**src/rtl/wb_read_prefetch_buffer.sv**
```systemverilog
// Single-line read prefetch buffer between the SRAM wishbone arbiter and the SPI SRAM controller.
// Define WB_PREFETCH_WRITE_UPDATE_EN to have write hits patch the line instead of invalidating it.
module wb_read_prefetch_buffer #(
  parameter int ADDR_WIDTH = 23,
  parameter int LINE_BITS  = 3
) (
  input  logic                  clk_i,
  input  logic                  rst_i,
  input  logic                  wbs_cyc_i,
  input  logic                  wbs_stb_i,
  input  logic [ADDR_WIDTH-1:0] wbs_adr_i,
  input  logic                  wbs_we_i,
  input  logic [7:0]            wbs_dat_i,
  input  logic [2:0]            wbs_cti_i,
  input  logic [1:0]            wbs_bte_i,
  output logic                  wbs_ack_o,
  output logic                  wbs_err_o,
  output logic                  wbs_rty_o,
  output logic [7:0]            wbs_dat_o,
  output logic                  wbm_cyc_o,
  output logic                  wbm_stb_o,
  output logic [ADDR_WIDTH-1:0] wbm_adr_o,
  output logic                  wbm_we_o,
  output logic [7:0]            wbm_dat_o,
  output logic [2:0]            wbm_cti_o,
  output logic [1:0]            wbm_bte_o,
  input  logic                  wbm_ack_i,
  input  logic                  wbm_err_i,
  input  logic                  wbm_rty_i,
  input  logic [7:0]            wbm_dat_i,
  input  logic                  flush_i
);
  localparam int N  = 1 << LINE_BITS;
  localparam int TW = ADDR_WIDTH - LINE_BITS;
  localparam logic [LINE_BITS-1:0] LAST = '1;
  localparam logic [2:0] CTI_CLASSIC = 3'b000;
  localparam logic [2:0] CTI_INCR    = 3'b010;
  localparam logic [2:0] CTI_END     = 3'b111;

  typedef enum logic [1:0] {IDLE, RESP, FILL, WRITE} state_t;

  state_t                 state_q;
  logic [7:0]             line_q [N];
  logic                   valid_q;
  logic [TW-1:0]          tag_q, req_tag_q;
  logic [LINE_BITS-1:0]   req_off_q, beat_q;
  logic                   flush_pend_q, live_q, wr_hit_q;
  logic                   ack_q, err_q, rty_q;
  logic [7:0]             sdat_q, mdat_q;
  logic                   mcyc_q, mstb_q, mwe_q;
  logic [ADDR_WIDTH-1:0]  madr_q;
  logic [2:0]             mcti_q;

  logic                   req, hit;
  logic [TW-1:0]          req_tag;
  logic [LINE_BITS-1:0]   req_off, beat_d;
  logic                   unused_ok;

  assign req       = wbs_cyc_i && wbs_stb_i;
  assign req_tag   = wbs_adr_i[ADDR_WIDTH-1:LINE_BITS];
  assign req_off   = wbs_adr_i[LINE_BITS-1:0];
  // A flush in the same cycle as a request wins, so the request is treated as a miss.
  assign hit       = valid_q && !flush_i && (tag_q == req_tag);
  assign beat_d    = beat_q + 1'b1;
  assign unused_ok = ^{wbs_cti_i, wbs_bte_i};

  assign wbs_ack_o = ack_q;
  assign wbs_err_o = err_q;
  assign wbs_rty_o = rty_q;
  assign wbs_dat_o = sdat_q;
  assign wbm_cyc_o = mcyc_q;
  assign wbm_stb_o = mstb_q;
  assign wbm_adr_o = madr_q;
  assign wbm_we_o  = mwe_q;
  assign wbm_dat_o = mdat_q;
  assign wbm_cti_o = mcti_q;
  assign wbm_bte_o = 2'b00;

  always_ff @(posedge clk_i) begin
    if (rst_i) begin
      state_q      <= IDLE;
      valid_q      <= 1'b0;
      tag_q        <= '0;
      req_tag_q    <= '0;
      req_off_q    <= '0;
      beat_q       <= '0;
      flush_pend_q <= 1'b0;
      live_q       <= 1'b0;
      wr_hit_q     <= 1'b0;
      ack_q        <= 1'b0;
      err_q        <= 1'b0;
      rty_q        <= 1'b0;
      sdat_q       <= '0;
      mdat_q       <= '0;
      mcyc_q       <= 1'b0;
      mstb_q       <= 1'b0;
      mwe_q        <= 1'b0;
      madr_q       <= '0;
      mcti_q       <= CTI_CLASSIC;
      for (int i = 0; i < N; i++) line_q[i] <= '0;
    end else begin
      ack_q <= 1'b0;
      err_q <= 1'b0;
      rty_q <= 1'b0;
      case (state_q)
        IDLE: begin
          if (flush_i) valid_q <= 1'b0;
          if (req) begin
            req_tag_q <= req_tag;
            req_off_q <= req_off;
            if (wbs_we_i) begin
              state_q  <= WRITE;
              wr_hit_q <= hit;
              mcyc_q   <= 1'b1;
              mstb_q   <= 1'b1;
              mwe_q    <= 1'b1;
              madr_q   <= wbs_adr_i;
              mdat_q   <= wbs_dat_i;
              mcti_q   <= CTI_CLASSIC;
            end else if (hit) begin
              state_q <= RESP;
              ack_q   <= 1'b1;
              sdat_q  <= line_q[req_off];
            end else begin
              state_q      <= FILL;
              beat_q       <= '0;
              live_q       <= 1'b1;
              flush_pend_q <= 1'b0;
              mcyc_q       <= 1'b1;
              mstb_q       <= 1'b1;
              mwe_q        <= 1'b0;
              madr_q       <= {req_tag, {LINE_BITS{1'b0}}};
              mcti_q       <= CTI_INCR;
            end
          end
        end
        RESP: begin
          if (flush_i) valid_q <= 1'b0;
          state_q <= IDLE;
        end
        FILL: begin
          // The SPI side cannot abort, so a departed master only suppresses the response.
          if (flush_i) flush_pend_q <= 1'b1;
          live_q <= live_q && wbs_cyc_i;
          if (wbm_ack_i) begin
            line_q[beat_q] <= wbm_dat_i;
            if (beat_q == LAST) begin
              state_q <= RESP;
              mcyc_q  <= 1'b0;
              mstb_q  <= 1'b0;
              mcti_q  <= CTI_CLASSIC;
              tag_q   <= req_tag_q;
              valid_q <= !(flush_pend_q || flush_i);
              ack_q   <= live_q && wbs_cyc_i;
              sdat_q  <= (req_off_q == LAST) ? wbm_dat_i : line_q[req_off_q];
            end else begin
              beat_q <= beat_d;
              madr_q <= {req_tag_q, beat_d};
              mcti_q <= (beat_d == LAST) ? CTI_END : CTI_INCR;
            end
          end else if (wbm_err_i || wbm_rty_i) begin
            state_q <= RESP;
            mcyc_q  <= 1'b0;
            mstb_q  <= 1'b0;
            mcti_q  <= CTI_CLASSIC;
            valid_q <= 1'b0;
            err_q   <= live_q && wbs_cyc_i && wbm_err_i;
            rty_q   <= live_q && wbs_cyc_i && !wbm_err_i;
          end
        end
        WRITE: begin
          if (flush_i) valid_q <= 1'b0;
          if (wbm_ack_i || wbm_err_i || wbm_rty_i) begin
            state_q <= RESP;
            mcyc_q  <= 1'b0;
            mstb_q  <= 1'b0;
            mwe_q   <= 1'b0;
            ack_q   <= wbm_ack_i;
            err_q   <= !wbm_ack_i && wbm_err_i;
            rty_q   <= !wbm_ack_i && !wbm_err_i;
          end
          if (wbm_ack_i && wr_hit_q) begin
`ifdef WB_PREFETCH_WRITE_UPDATE_EN
            line_q[req_off_q] <= mdat_q;
`else
            valid_q <= 1'b0;
`endif
          end
        end
        default: state_q <= IDLE;
      endcase
    end
  end
endmodule
```
**config.mk**
```make
export PLATFORM = sky130hd
export DESIGN_NAME = wb_read_prefetch_buffer
export DESIGN_NICKNAME = d
export VERILOG_FILES = /design/src/rtl/wb_read_prefetch_buffer.sv
export SDC_FILE = /design/constraint.sdc
export NUM_CORES = 1
export LEC_CHECK = 0
export CAP_MARGIN = 10
export CORE_ASPECT_RATIO = 1.4
export CORE_MARGIN = 10
export CORE_UTILIZATION = 51
export CTS_CLUSTER_DIAMETER = 120
export CTS_CLUSTER_SIZE = 28
export DETAILED_ROUTE_END_ITERATION = 16
export GPL_ROUTABILITY_DRIVEN = 0
export PLACE_DENSITY = 0.74
export SLEW_MARGIN = 20
export SYNTH_ARGS = -nofsm -noshare
export SYNTH_HDL_FRONTEND = slang
export SYNTH_SLANG_ARGS = --single-unit
```
**constraint.sdc**
```tcl
create_clock -name clk_i -period 3.95 [get_ports clk_i]
set_input_delay 0.395 -clock clk_i [delete_from_list [all_inputs] [get_ports clk_i]]
set_output_delay 0.395 -clock clk_i [all_outputs]
set_load 0.02 [all_outputs]
```
# Yosys cells after proc, flatten, opt, wreduce, memory -nomap -nowiden
# Memory sizes are Yosys's and may differ from the RTL's. A register that Yosys moved wholly into a read port is not among the register bits.
# Index checks and enable logic that the tools add are counted.
# word_totals
reg_bits,99
ram_bits,64
inputBits,53
out_inout_bits,50
wordCells,160
n_memories,1
# memory_table
name,words,width,rd,rd_ports_with_merged_regs,write_ports,line,source
line_q,8,8,2,1,8,43,logic [7:0] line_q [N];
# op_classes
add_sub_neg,1
eq_ne,19
n_mux,85
reduce_logical,36
# ops
operator,n
$mux 23,5
$mux 8,7
$pmux 23 s2,1
$mux 3,15
$mux 1,38
$eq 20x20->1,1
$ne 2x2->1 const B,9
$reduce_and 6->1,3
$pmux 8 s2,1
$reduce_and 4->1,4
$mux 2,7
$pmux 3 s2,2
$pmux 1 s2,5
$reduce_and 5->1,2
$eq 3x3->1 const B,3
$logic_and 1x1->1,9
$ne 3x3->1 const B,3
$pmux 1 s3,3
$pmux 2 s4,1
$reduce_or 8->1,1
$reduce_and 3->1,2
$eq 2x2->1 const B,2
$logic_not 1->1,4
$logic_or 1x1->1,4
7 further kinds,9

# Logic depth before layout (Yosys ltp)
# Gate-level depths: netlist of the first run.
# logic_depth
ltp_word,7
ltp_mapped,9
mapped_depth_nobuf,8

# Least setup slack after synthesis of the first run
# Ideal clock, no wire load.
# synth_path
path_type,input to register
start,input wbs_adr_i[19]
end,register madr_q[10] (netlist: wbm_adr_o[10])
setup_time_ps,89
arrival_ps,2348
t_required_ps,3861
path_slack_ps,1513
cell_stages,9
n_path_buf,3
path_cell_list,xnor2_1 > nand2_1 > or4b_4 > or4b_4 > buf_6 > and2_4 > buf_6 > buf_6 > a311oi_2
# synth_between
elab_chain_len,4
# synth_lines
item,line,source
"start, declared",11,"input logic [ADDR_WIDTH-1:0] wbs_adr_i,"
$eq 20x20->1,63,assign hit = valid_q && !flush_i && (tag_q == req_tag);
$logic_and 1x1->1,63,
$ne 3x3->1 (no line),-,
$reduce_and 5->1 (no line),-,
"end signal, assigned",117,madr_q <= wbs_adr_i;
"end signal, assigned",132,"madr_q <= {req_tag, {LINE_BITS{1'b0}}};"
"end signal, assigned",158,"madr_q <= {req_tag_q, beat_d};"
"end, declared",51,logic [ADDR_WIDTH-1:0] madr_q;
# Every way passes these cells.
# A chain may end at the register's enable or synchronous reset.

# Worst setup path after layout of the first run
# layout_path
start,input wbs_adr_i[19]
end,register madr_q[22] (netlist: wbm_adr_o[22])
# The elaborated chain is that of the path after synthesis.

==> flow_summary.yaml, run 1 <==
run_status:
  status: "completed"
routing:
  drtIter0Drc: 544
  ant_nets: 0
  drt_pass1_iterations: 6
  routed_wl_um: 21400
  vias: 6369
  wire_per_inst_um: 19.7
  drcViolationCount: 0
  vias_per_cell: 5.86
grt:
  grt_max_degree: 68
  grt_overflow: 0
  grt_pass1_vias: 6236
  antenna_found_initial: 0
  grtUsageTotal_pct: 19.8
  grt_pass1_wl_um: 34000
clocking:
  cts_tree: "done"
  insertion_delay_ns: 0.43
  numCtsBuffers: 17
  cts-root-buf: "clkbuf_16"
  cts_hold_buf: 0
  cts.repair.resized: 0
  clk_path_buf_depth: 2
  cts.sinks: 165
  cts.htree.levels: 4
  path_clk_slew_ns: 0.07
  cts_setup_buffers: 0
cells_and_area:
  layout_common_cells: "163 x nand2_1, 101 x dfxtp_1, 94 x clkdlybuf4s50_1"
  final_common_cell: "nand2_1"
  area_growth_pct: 20.6
  fillerInstances: 1273
  postLayoutCoreUtil_pct: 62.3
  fin_nets: 934
  final_cells: 1087
  stdcell_area_sq_um: 9680
  antenna-diode-count: 0
  layout-drive-gt1-share_pct: 12.6
synthesis:
  ys_seq_area_share_pct: 49.1
  syn_area_sq_um: 8030
  synth_top_area_share_pct: 25.2
  synth_async_sr_flop_share_pct: 0
  synth_warnings: 0
  yosys-top-cells-area: "dfxtp_1 25%, edfxtp_1 24%, nand2_1 7.6%"
  synth_top_area_cell: "dfxtp_1"
  ys_types: 49
  synth-edff-count: 64
  synth_ff_type: "dfxtp_1"
  synth.avg_cell_area_sq_um: 9.97
  synthCells: 805
  ys_ff_latch: 165
power:
  power_per_cell_area_nw_per_um2: 415
  fin_total_pwr_mw: 4.01
  vdd_ir_drop_max_mv: 0.225
  leakage_nw: 3.38
setup_path:
  critPathSlowestCell: "or4b_4"
  crit_arrival_ns: 3.10
  worstPathCellList: "clkdlybuf4s50_1 > xnor2_1 > nand2_1 > or4b_4 > or4b_4 > and2_4 > a311oi_1"
  required_ns: 4.28
  slowest_delay_ns: 0.71
  cp_num_buf_inv: 1
  crit_fanout: 26
  worst_path_most_repeated_cell: "or4b_4"
  cp_top_family: "simple AND/OR/NAND/NOR gates"
  worstSetupPathType: "in -> reg"
  rr_worst_depth: 5
  cp.depth: 7
  crit_path_end_kind: "flop"
  startpoint_type: "input pin"
sta:
  setup_tns_ns: 0
  maxSlewViolCount: 0
  post-route-period-util_pct: 70.2
  worst_slack_ns: 1.18
  hold_violations: 0
  finalClockSkew_ns: 0.0111
  worstMarginPinSlew_ns: 1.09
  whs_ns: 0.441
  rsz0062_at_grt: "false"
  fmax_mhz: 361
  finalSetupViolCount: 0
  slew_headroom_pct: 27.5
  final.min_clock_period_ns: 2.77
place:
  dp.cells: 1055
  dpl-instance-area_sq_um: 9100
  dp_hpwl_um: 15000
  place_ws_ns: 0.741
  numPortBuffers: 95
die:
  ios: 103
  fp-row-count: 54
  start_util_pct: 51.7
  core-area_sq_um: 15500
  fp.dieW_um: 126
  die_area_sq_um: 21200
  die_h_um: 168
flow_run:
  drv_cap: 0
hold_path:
  whs_path_depth: 2
  holdCritPathClass: "in -> reg"
==> per-layer routing <==
layer | vias to the layer above | wire length [um] | track usage [%]
li1 | 3018 | - | -
met1 | 3080 | 8090 | 22.0
met2 | 229 | 11800 | 36.4
met4 | 0 | 508 | 7.10
met5 | - | 0 | 0
met3 | 42 | 1010 | 3.59
==> worst paths after layout <==
| check | from | end | slack (ns) |
|---|---|---|---|
| worst max-delay path | wbs_adr_i[19] | wbm_adr_o[22]$_SDFFE_PP0P_ | 1.18 |
| worst min-delay path | rst_i | beat_q[1]$_SDFFE_PP0P_ | 0.44 |
| worst max register to register | state_q[1]$_SDFFE_PP0P_ | line_q[7][3]$_SDFFCE_PN0P_ | 1.27 |
| worst min register to register | wbs_dat_o[2]$_SDFFE_PP0P_ | wbs_dat_o[2]$_SDFFE_PP0P_ | 0.46 |
==> synth_stat cells, drive strengths merged, types with 6 or more instances <==
cell	instances
or2	8
xnor2	6
mux4	26
a211oi	9
mux2i	22
nor2	29
buf	10
xor2	15
nor3	13
dfxtp	101
edfxtp	64
nand2b	15
o22ai	6
nand3	10
nand2	163
o21ai	8
and2	66
nor4	12
clkbuf	49
a311oi	20
a21oi	92
inv	6
==> state kept, by name (all words and copies together), names as in the netlist, 2 cells and up, named ones only <==
signal	count
wbm_dat_o	8
wbm_adr_o	23
line_q	64
wbs_dat_o	8
req_tag_q	20
req_off_q	3
tag_q	20
wbm_cti_o	2
beat_q	3
state_q	2
==> layout make-up <==
cell class                      instances  area (sq um)  share of cell area [%]
Tap cell                              196           245                    2.53
Inverter                                6          22.5                   0.233
Multi-Input combinational cell        576          3810                    39.4
Clock buffer                           17           425                    4.40
Sequential cell                       165          3940                    40.7
Timing Repair Buffer                  112          1080                    11.1
Clock inverter                         15           156                    1.62
==> kinds of logic (layout without fill, tap and decap cells) <==
kind of cell             after synthesis  in the layout  synth area share [%]
buffers and inverters                 65            150                  3.62
other                                  1              2                0.0467
flip-flops                           165            165                  49.1
adder cells (fa/ha/maj)                3              3                 0.468
XOR/XNOR                              21             21                  2.29
AO/OA/AOI/OAI                        154            154                  13.2
multiplexers                          48             48                  10.0
AND/OR/NAND/NOR                      348            348                  21.2
==> report_power, final <==
part | leakage (nW) | switching [mW] | total [mW] | internal, mW
clock network | 0.281 | 0.785 | 1.63 | 0.848
registers | 1.48 | 0.0589 | 1.89 | 1.83
logic | 1.62 | 0.269 | 0.490 | 0.222
total | 3.38 | 1.11 | 4.01 | 2.90
Power figures use the tool's default switching activity.
==> run 2, diff against run 1 <==
- CORE_UTILIZATION: 51 -> 50
- PLACE_DENSITY: 0.74 -> 0.76
- clock period: 3.95 -> 2.54 ns (I/O delays scaled with it)
==> flow_summary.yaml, run 2 (synthesized netlist as in run 1, its figures left out) <==
routing:
  routed_wl_um: 21800
  vias_per_cell: 5.81
  drtIter0Drc: 614
  wire_per_inst_um: 19.4
  drt_pass1_iterations: 5
  drcViolationCount: 0
  vias: 6516
  ant_nets: 0
sta:
  fmax_mhz: 427
  slew_headroom_pct: 55.7
  worstMarginPinSlew_ns: 0.665
  worst_slack_ns: 0.197
  final.min_clock_period_ns: 2.34
  maxSlewViolCount: 0
  post-route-period-util_pct: 92.3
  rsz0062_at_grt: "false"
  finalClockSkew_ns: 0.0109
  hold_violations: 0
  finalSetupViolCount: 0
die:
  ios: 103
  fp-row-count: 54
  fp.dieW_um: 127
  die_area_sq_um: 21600
  start_util_pct: 51.2
  core-area_sq_um: 15700
  die_h_um: 170
run_status:
  status: "completed"
setup_path:
  startpoint_type: "input pin"
  crit_path_end_kind: "flop"
  crit_arrival_ns: 2.68
  slowest_delay_ns: 0.55
  worstPathCellList: "clkdlybuf4s50_1 > xnor2_2 > nand2_1 > or4b_4 > or4b_4 > and2_4 > a311oi_1"
  worst_path_most_repeated_cell: "or4b_4"
  critPathSlowestCell: "clkdlybuf4s50_1"
  required_ns: 2.87
  crit_fanout: 23
  worstSetupPathType: "in -> reg"
  critPathLaunch: "wbs_adr_i[19]"
  regToRegStartpoint: "tag_q[16]$_SDFFE_PP0P_"
clocking:
  insertion_delay_ns: 0.43
  numCtsBuffers: 17
  cts-root-buf: "clkbuf_16"
  cts.sinks: 165
  cts_setup_buffers: 0
  cts.repair.resized: 0
  cts_hold_buf: 0
  cts.htree.levels: 4
  clk_path_buf_depth: 2
  path_clk_slew_ns: 0.07
  cts_tree: "done"
hold_path:
  holdCritPathClass: "in -> reg"
  min_from: "rst_i"
grt:
  grt_pass1_wl_um: 34900
  grt_pass1_vias: 6686
  antenna_found_initial: 0
  grt_overflow: 0
  grtUsageTotal_pct: 20.0
  grt_max_degree: 58
place:
  numPortBuffers: 95
  dpl-instance-area_sq_um: 9390
  dp_hpwl_um: 15500
  place_ws_ns: -0.259
cells_and_area:
  area_growth_pct: 24.9
  layout-drive-gt1-share_pct: 15.9
  antenna-diode-count: 0
  layout_common_cells: "163 x nand2_1, 101 x dfxtp_1, 94 x clkdlybuf4s50_1"
  largest_reg_flops: 64
  final_common_cell: "nand2_1"
  fin_nets: 968
  largest-register: "line_q"
  stdcell_area_sq_um: 10000
power:
  vdd_ir_drop_max_mv: 0.378
  leakage_nw: 3.60
  power_per_cell_area_nw_per_um2: 646
flow_run:
  drv_cap: 0
[run 2: changes by cell type in the layout (fill, tap and decap cells not counted), moves of 2 or more]
cell / change
buf_12: +3
buf_4: +31
bufinv_16: +2
clkbuf_16: +2
clkinv_8: -2
inv_4: +2
inv_8: -3
[run 2: layout make-up]
| cell class | instances | area, sq um |
|---|---|---|
| Fill cell | 1249 | 5650 |
| Multi-Input combinational cell | 576 | 3820 |
| Clock buffer | 19 | 475 |
| Tap cell | 196 | 245 |
| Inverter | 6 | 22.5 |
| Clock inverter | 13 | 155 |
| Sequential cell | 165 | 3940 |
| Timing Repair Buffer | 146 | 1370 |
[run 2: report_power, final]
group          switching (mW)  leakage, nW  total (mW)  internal (mW)
logic                   0.441         1.81       0.812          0.371
registers              0.0763         1.48        2.93           2.85
clock network            1.14        0.310        2.74           1.60
total                    1.66         3.60        6.48           4.82
[run 2: per-layer routing]
layer,global-route usage (%),vias to the layer above,routed length (um)
li1,-,3080,-
met1,21.2,3149,8050
met2,37.0,233,11800
met3,4.57,54,1210
met4,8.68,0,676
met5,0,-,0
[run 2: worst paths after layout]
check,endpoint,slack (ns),cells after the start
hold / removal,wbm_adr_o[1]$_SDFFE_PP0P_,0.13,2
hold reg to reg,wbm_dat_o[1]$_SDFFE_PP0P_,0.46,2
setup reg to reg,wbm_adr_o[22]$_SDFFE_PP0P_,0.20,6
setup / recovery,wbm_adr_o[22]$_SDFFE_PP0P_,0.20,7
[run 2: metrics by stage]
stage          utilization (%)  instances  power (mW)  hold WS [ns]  setup TNS [ns]
2_1_floorplan                -        806        3.45         0.387               0
3_5_place_dp              59.9       1089        3.79         0.446           -6.84
5_1_grt                   64.0       1121        6.68         0.128               0
6_report                  64.0       1121        6.48         0.128               0
4_1_cts                   63.9       1121        6.50         0.118               0
3_3_place_gp              59.9       1089        3.77         0.441           -5.54
[run 2: worst max-delay path, delay by kind of cell]
family / cells / cell delay (ns)
AOI/OAI and AO/OA: 1 / 0.24
xor gates and xnor gates: 1 / 0.15
buffers and inverters: 1 / 0.55
and+or+nand+nor: 4 / 1.47
==> run 3, diff against run 2 <==
==> constraint.sdc (replaced) <==
create_clock -name clk_i -period 2.54 [get_ports clk_i]
set_input_delay 0.254 -clock clk_i [delete_from_list [all_inputs] [get_ports clk_i]]
set_output_delay 0.254 -clock clk_i [all_outputs]
set_load 0.01 [all_outputs]
==> results of run 3 <==
The final DEF is identical to that of run 2. Status: completed.
Among the figures that moved: total power 6.48 mW -> 6.44 mW
